<file path="src/rtl/cnt_rewind.sv">
// cnt_rewind: walks a SKINNY-128-384+ TK1 (counter) tweakey state backwards.
// A TK1 state that has been advanced s rounds forward is loaded and the inverse
// permutation Q is applied once per clock, s = nr mod 16 times, because PT has
// order 16. The result is held on ko until the consumer takes it.
//
// Ports:
//   clk        system clock, rising edge
//   rst_n      asynchronous active-low reset
//   in_valid   ki/nr valid
//   in_ready   block can accept (high only while idle)
//   ki[127:0]  TK1 state to rewind, byte 0 = ki[127:120]
//   nr[NRW-1:0] rounds to rewind, only nr[3:0] matters
//   out_valid  ko holds the final result
//   out_ready  consumer accepts ko
//   ko[127:0]  rewound TK1 state (registered)
module cnt_rewind #(
  parameter int NRW = 6
) (
  input  logic           clk,
  input  logic           rst_n,
  input  logic           in_valid,
  output logic           in_ready,
  input  logic [127:0]   ki,
  input  logic [NRW-1:0] nr,
  output logic           out_valid,
  input  logic           out_ready,
  output logic [127:0]   ko
);

  localparam logic [1:0] IDLE = 2'd0;
  localparam logic [1:0] RUN  = 2'd1;
  localparam logic [1:0] HOLD = 2'd2;

  logic [1:0]   state;
  logic [127:0] st;
  logic [3:0]   rem;

  // Upper round-count bits are a whole number of PT periods and drop out.
  logic unused_nr_hi;
  assign unused_nr_hi = ^nr[NRW-1:4];

  // One inverse step: out byte i = in byte Q[i],
  // Q = 8,9,10,11,12,13,14,15,2,0,4,7,6,3,5,1.
  function automatic logic [127:0] q_step(input logic [127:0] s);
    logic [7:0] b [16];
    for (int i = 0; i < 16; i++) b[i] = s[127-8*i -: 8];
    return {b[8], b[9], b[10], b[11], b[12], b[13], b[14], b[15],
            b[2], b[0], b[4],  b[7],  b[6],  b[3],  b[5],  b[1]};
  endfunction

  assign in_ready  = (state == IDLE);
  assign out_valid = (state == HOLD);
  assign ko        = st;

  always_ff @(posedge clk or negedge rst_n) begin
    if (!rst_n) begin
      state <= IDLE;
      st    <= '0;
      rem   <= '0;
    end else begin
      case (state)
        IDLE: begin
          if (in_valid) begin
            st    <= ki;
            rem   <= nr[3:0];
            // A zero step count skips RUN so rem is never decremented past 0.
            state <= (nr[3:0] == 4'd0) ? HOLD : RUN;
          end
        end
        RUN: begin
          st  <= q_step(st);
          rem <= rem - 4'd1;
          if (rem == 4'd1) state <= HOLD;
        end
        HOLD: begin
          if (out_ready) state <= IDLE;
        end
        default: state <= IDLE;
      endcase
    end
  end

endmodule

</file>
<file path="config.mk">
export PLATFORM = sky130hd
export DESIGN_NAME = cnt_rewind
export DESIGN_NICKNAME = d
export VERILOG_FILES = /design/src/rtl/cnt_rewind.sv
export SDC_FILE = /design/constraint.sdc
export NUM_CORES = 1
export LEC_CHECK = 0
export ABC_AREA = 0
export BUFFER_PORTS_ARGS = -buffer_cell sky130_fd_sc_hd__buf_2
export CAP_MARGIN = 30
export CORE_MARGIN = 1.5
export CORE_UTILIZATION = 40
export DETAILED_ROUTE_END_ITERATION = 6
export MAX_ROUTING_LAYER = met4
export PLACE_DENSITY = 0.72
export SYNTH_ARGS = -nofsm -noshare
export SYNTH_HDL_FRONTEND = slang
export SYNTH_SLANG_ARGS = --single-unit
</file>
<file path="constraint.sdc">
create_clock -name clk -period 1.35 [get_ports clk]
set_input_delay 0.2025 -clock clk [delete_from_list [all_inputs] [get_ports clk]]
set_output_delay 0.2025 -clock clk [all_outputs]
set_load 0.01 [all_outputs]
</file>
# After elaboration in Yosys (flattened, before gate mapping)
# Cells that the tools add are included.
# totals
ff_bits	134
inputBits	138
output_inout_bits	130
# op_classes
addsub	1
eq_ne	6
muxes	9
n_reduce_logical	5
# ops
op	n
case mux 128 bit (2 select lines)	1
2-to-1 mux 128 bit	1
2-to-1 mux 2 bit	4
case mux 4 bit (2 select lines)	1
case mux 2 bit (3 select lines)	1
== test 4 x 1 -> 1 bit (second input constant)	1
zero test 4 bit	1
2-to-1 mux 4 bit	1
!= test 2 bit (second input constant)	2
subtractor 4 x 1 -> 4 bit (second input constant)	1
AND reduction 3 bit	1
== test 2 x 1 -> 1 bit (second input constant)	1
== test 2 bit (second input constant)	1
zero test 2 bit	1
!= test 2 x 1 -> 1 bit (second input constant)	1
AND reduction 2 bit	1
nonzero test 2 bit	1

# Logic depth before layout (Yosys ltp)
# depth
depth_word	4
ltp_mapped	7
ltp_nobuf	5

# Worst setup path before layout
# Ideal clock, no wire load.
# synth_timing
path_kind	register -> register
start	register state[1]
end	register rem[0]
setup_time_ns	0.126
arrival_ns	1.271
required_time_ns	1.224
setup_slack_ns	-0.047
path_stages_with_launch	6
n_path_buf	3
period_less_slack_ns	1.397
path_cell_list	dfrtp_1 -> buf_4 -> o21bai_1 -> buf_4 -> buf_2 -> a221o_1
# synth_via
elab_chain_len	3
elab_cells_between_ends	6
# synth_lines
item	line_no	rtl
from (decl)	34	logic [1:0] state;
from (signal assigned)	67	state <= (nr[3:0] == 4'd0) ? HOLD : RUN;
== test 2 x 1 -> 1 bit or zero test 2 bit (tied branches)	61	case (state)
nonzero test 2 bit (no line) or != test 2 bit (tied branches)	--	
AND reduction 2 bit (no line)	--	
to (signal assigned)	65	rem <= nr[3:0];
to (signal assigned)	72	rem <= rem - 4'd1;
to (decl)	36	logic [3:0] rem;
# Several ways; a longest one is shown, not always the timed one.
# A chain may end at the register's enable or synchronous reset.

# Worst setup path after layout
# layout_timing
start	register state[0]
end	register st[14] (netlist: ko[14])
# layout_via
elab_chain_len	3
elab_cells_between_ends	6
# layout_lines
item	line_no	rtl
== test 2 x 1 -> 1 bit or zero test 2 bit (tied branches)	61	
nonzero test 2 bit (no line) or != test 2 bit (tied branches)	--	
AND reduction 2 bit (no line)	--	
to (signal assigned)	64	st <= ki;
to (signal assigned)	71	st <= q_step(st);
to (decl)	35	logic [127:0] st;
# Several ways; a longest one is shown, not always the timed one.

==> results.md <==
* #FFs+latches synth at 134
* DRC at 0
* Die Ht at 128 um
* Post-synth EDFFs at 0
* Initial antenna violation count at 3
* Clock skew at 0.0143 ns
* Fin crit share at 117%
* Worst min-delay path class: input port to register
* Met3 wire length at 956 um
* Async SR Flop Fraction at 100%
* Unrepaired setup endpoints after global routing: true
* # IOs at 268
* Max_slew headroom at 74.8%
* Core area at 15300 um2
* Status: finished, violations left
* Reg-to-reg setup timing slack at -0.23 ns
* Endpoint class of the critical path: register
* H-tree depth at 4
* TritonCTS Buffers at 17
* WL met1 at 8.87 mm
* Routed vias at 5847
* CP endpoint: ko[14]$_DFFE_PN0P_
* Worst-skew pair later-pin latency at 0.42 ns
* Grt total ovfl at 0
* DR WL/cell at 18.6 um
* # fillers at 1187
* Worst r2r src: state[0]$_DFFE_PN0P_
* Area contributors post-synth: dfrtp_1, mux2i_1, o21ai_1, nand2_1, o21ai_0
* Initial core utilization at 41.2%
* Final cell area excluding filler cells at 10200 um2
* Chip width at 128 um
* Post-DP HPWL at 14.3 mm
* Mapped Nets at 739
* Worst setup margin at -0.230 ns
* Pin count of the biggest net entering global routing at 37
* Pwr dens at 2840 nW/um2
* Root Buffer: clkbuf_16
* TritonRoute pass-1 iters at 4
* Max-cap violations at 0
* Max-slew violation count at 0
* Post-synth top area cell: dfrtp_1
* Initial DRC count at 274
* Worst EP arrival at 1.91 ns
* Slew @ Worst Pin at 0.378 ns
* Clk buf depth at 2
* Layout cell share with drive strength beyond 1 at 52.2%
* VDD IR-drop max at 0.00158 V
* Clk sinks at 134
* Violated checks: negative setup slack
* Origin of the worst setup path: state[0]$_DFFE_PN0P_
* FMAX at 633 MHz
* Setup CP Type: register to register
* Seq/Total Area, Yosys at 53.3%
* Met2 wire length at 11.1 mm
* Worst reg2reg path depth at 8
* Critical path startpoint category: register
* Cell area after synthesis at 6290 um2
* Total wire length at 21.6 mm
* Required @ worst endpoint at 1.68 ns
* Top layer in use: met4
* Top-count cell post-synth: dfrtp_1
* Critical Path Fanout Max at 7
* Syn-to-layout area delta at 62.4%
* Dpl cell area at 8310 um2
* Register area at 3350 um2
* Post-route ant nets at 0
* Endpoints failing setup at 134
* Total Routing Usage GR at 23.8%
* Layout net count at 1077
* Top cell type's share of synthesized area at 53.3%
* Reg2Reg Capture Point: ko[14]$_DFFE_PN0P_
* Vias in the first global route at 5453
* Die ar. at 16500 um2
* Final Hold Slack at 0.0515 ns
* Site Rows at 45
* First-pass GRT wire length at 28.9 mm
* Cells after synthesis at 599
* Synth top cells by count: dfrtp_1, mux2i_1, nand2_1
* Placer Congestion at 0.890
* Mean Syn Cell Area at 10.5 um2
* Primary FF master, synth: dfrtp_1
* Clock transition at path regs at 0.06 ns
* I/O Buffers at 265
* Warnings, synthesis at 0
* Vias per std cell at 5.02
* Yosys cell types at 27
* Multi-input logic area at 3100 um2
* CTS tree: built
* Leakage power at 4.94 nW
* Hold Fails Final Rpt at 0
* Fin crit period at 1.58 ns
placed cells by master (no fill, tap or decap), types with 2 or more instances in the layout:
master      Yosys  final
a21oi_1         4      4
buf_12          0     17
buf_16          0      4
buf_2          12    263
buf_4           6     35
buf_6           9     18
buf_8           2      9
bufbuf_16       0      2
bufinv_16       0      4
clkbuf_1       16      2
clkbuf_16       0     33
clkinv_2        0      3
clkinv_4        0      2
clkinvlp_4      0      2
dfrtp_1       134    134
diode_2         0      3
ha_1            2      2
inv_1           4      4
mux2i_1       129     99
mux2i_2         0     20
mux2i_4         0     10
nand2_1       129     85
nand2_2         0     32
nand2_4         0     12
nand2b_1        3      2
nor2_1          3      3
nor3b_1         2      2
o21ai_0        32      7
o21ai_1        98    100
o21ai_2         0     23
o22a_1          2      2
cells by family (layout without fill, tap and decap cells):
family / after synthesis / in the layout / share of synthesized area (%)
buf+inv: 50 / 401 / 5.02
fa+ha+maj: 2 / 2 / 0.398
simple gates: 142 / 142 / 8.92
other cells: 0 / 3 / 0
mux: 129 / 129 / 20.5
compound gates: 142 / 142 / 11.8
flops: 134 / 134 / 53.3
layer usage:
metal	vias up	GRT usage (%)
li1	2777	-
met3	43	4.82
met2	198	37.7
met1	2829	30.3
met5	-	-
met4	0	9.05
report_power, final:
| part | switching (mW) | internal, mW |
|---|---|---|
| clock network | 1.77 | 3.14 |
| registers | 2.21 | 6.11 |
| logic | 7.37 | 8.41 |
registers in the layout, indices dropped and copies added (netlist names):
name / count
ko: 128
state: 2
rem: 4
worst min-delay path by stage:
stage / start / endpoint / slack (ns) / cells after the start
after floorplan: rst_n / ko[0]$_DFFE_PN0P_ / -0.09 / 0
after global placement: rst_n / ko[109]$_DFFE_PN0P_ / 0.13 / 1
after detailed placement: rst_n / ko[109]$_DFFE_PN0P_ / 0.13 / 1
after CTS: out_ready / state[1]$_DFFE_PN0P_ / 0.04 / 3
after global routing: nr[0] / rem[0]$_DFFE_PN0P_ / 0.06 / 2
final: out_ready / state[1]$_DFFE_PN0P_ / 0.05 / 3
critical path, cell delays in order (launching register included):
cell       delay, ns
dfrtp_1         0.39
buf_6           0.12
buf_6           0.11
o21bai_4        0.24
buf_6           0.18
clkbuf_16       0.17
clkbuf_16       0.15
nand2_2         0.04
o21ai_1         0.09
what timing repair did:
item / in CTS / in global routing
cloned: 2 / 18
endpoints found under the setup margin: 131 / 134
gates resized for setup: 48 / 145
pin swaps: 2 / 23
hold endpoints to repair: 32 / 0
hold buffers: 1 / 0
buffers inserted: 7 / 11
through the flow:
| stage | worst slack, ns | utilization, % | power [mW] | instances | setup TNS, ns |
|---|---|---|---|---|---|
| 6_report | -0.230 | 66.9 | 29.0 | 1164 | -20.08 |
| 4_1_cts | -0.159 | 60.3 | 25.7 | 1135 | -12.70 |
| 3_5_place_dp | -0.136 | 54.4 | 19.8 | 1093 | -3.30 |
| 2_1_floorplan | -0.0179 | - | 14.7 | 599 | -1.74 |
| 3_3_place_gp | -0.115 | 54.4 | 19.5 | 1093 | -2.05 |
| 5_1_grt | -0.277 | 66.9 | 30.7 | 1164 | -27.04 |
layout make-up:
cell class / count / share of cell area [%]
flip-flops and latches: 134 / 32.8
multi-input cells: 415 / 30.4
repair buffers: 365 / 27.8
clock buffers: 20 / 4.38
well taps: 211 / 2.59
clock inverters: 12 / 1.73
inverters: 4 / 0.147
diodes: 3 / 0.0735
(Power assumes the default switching activity.)
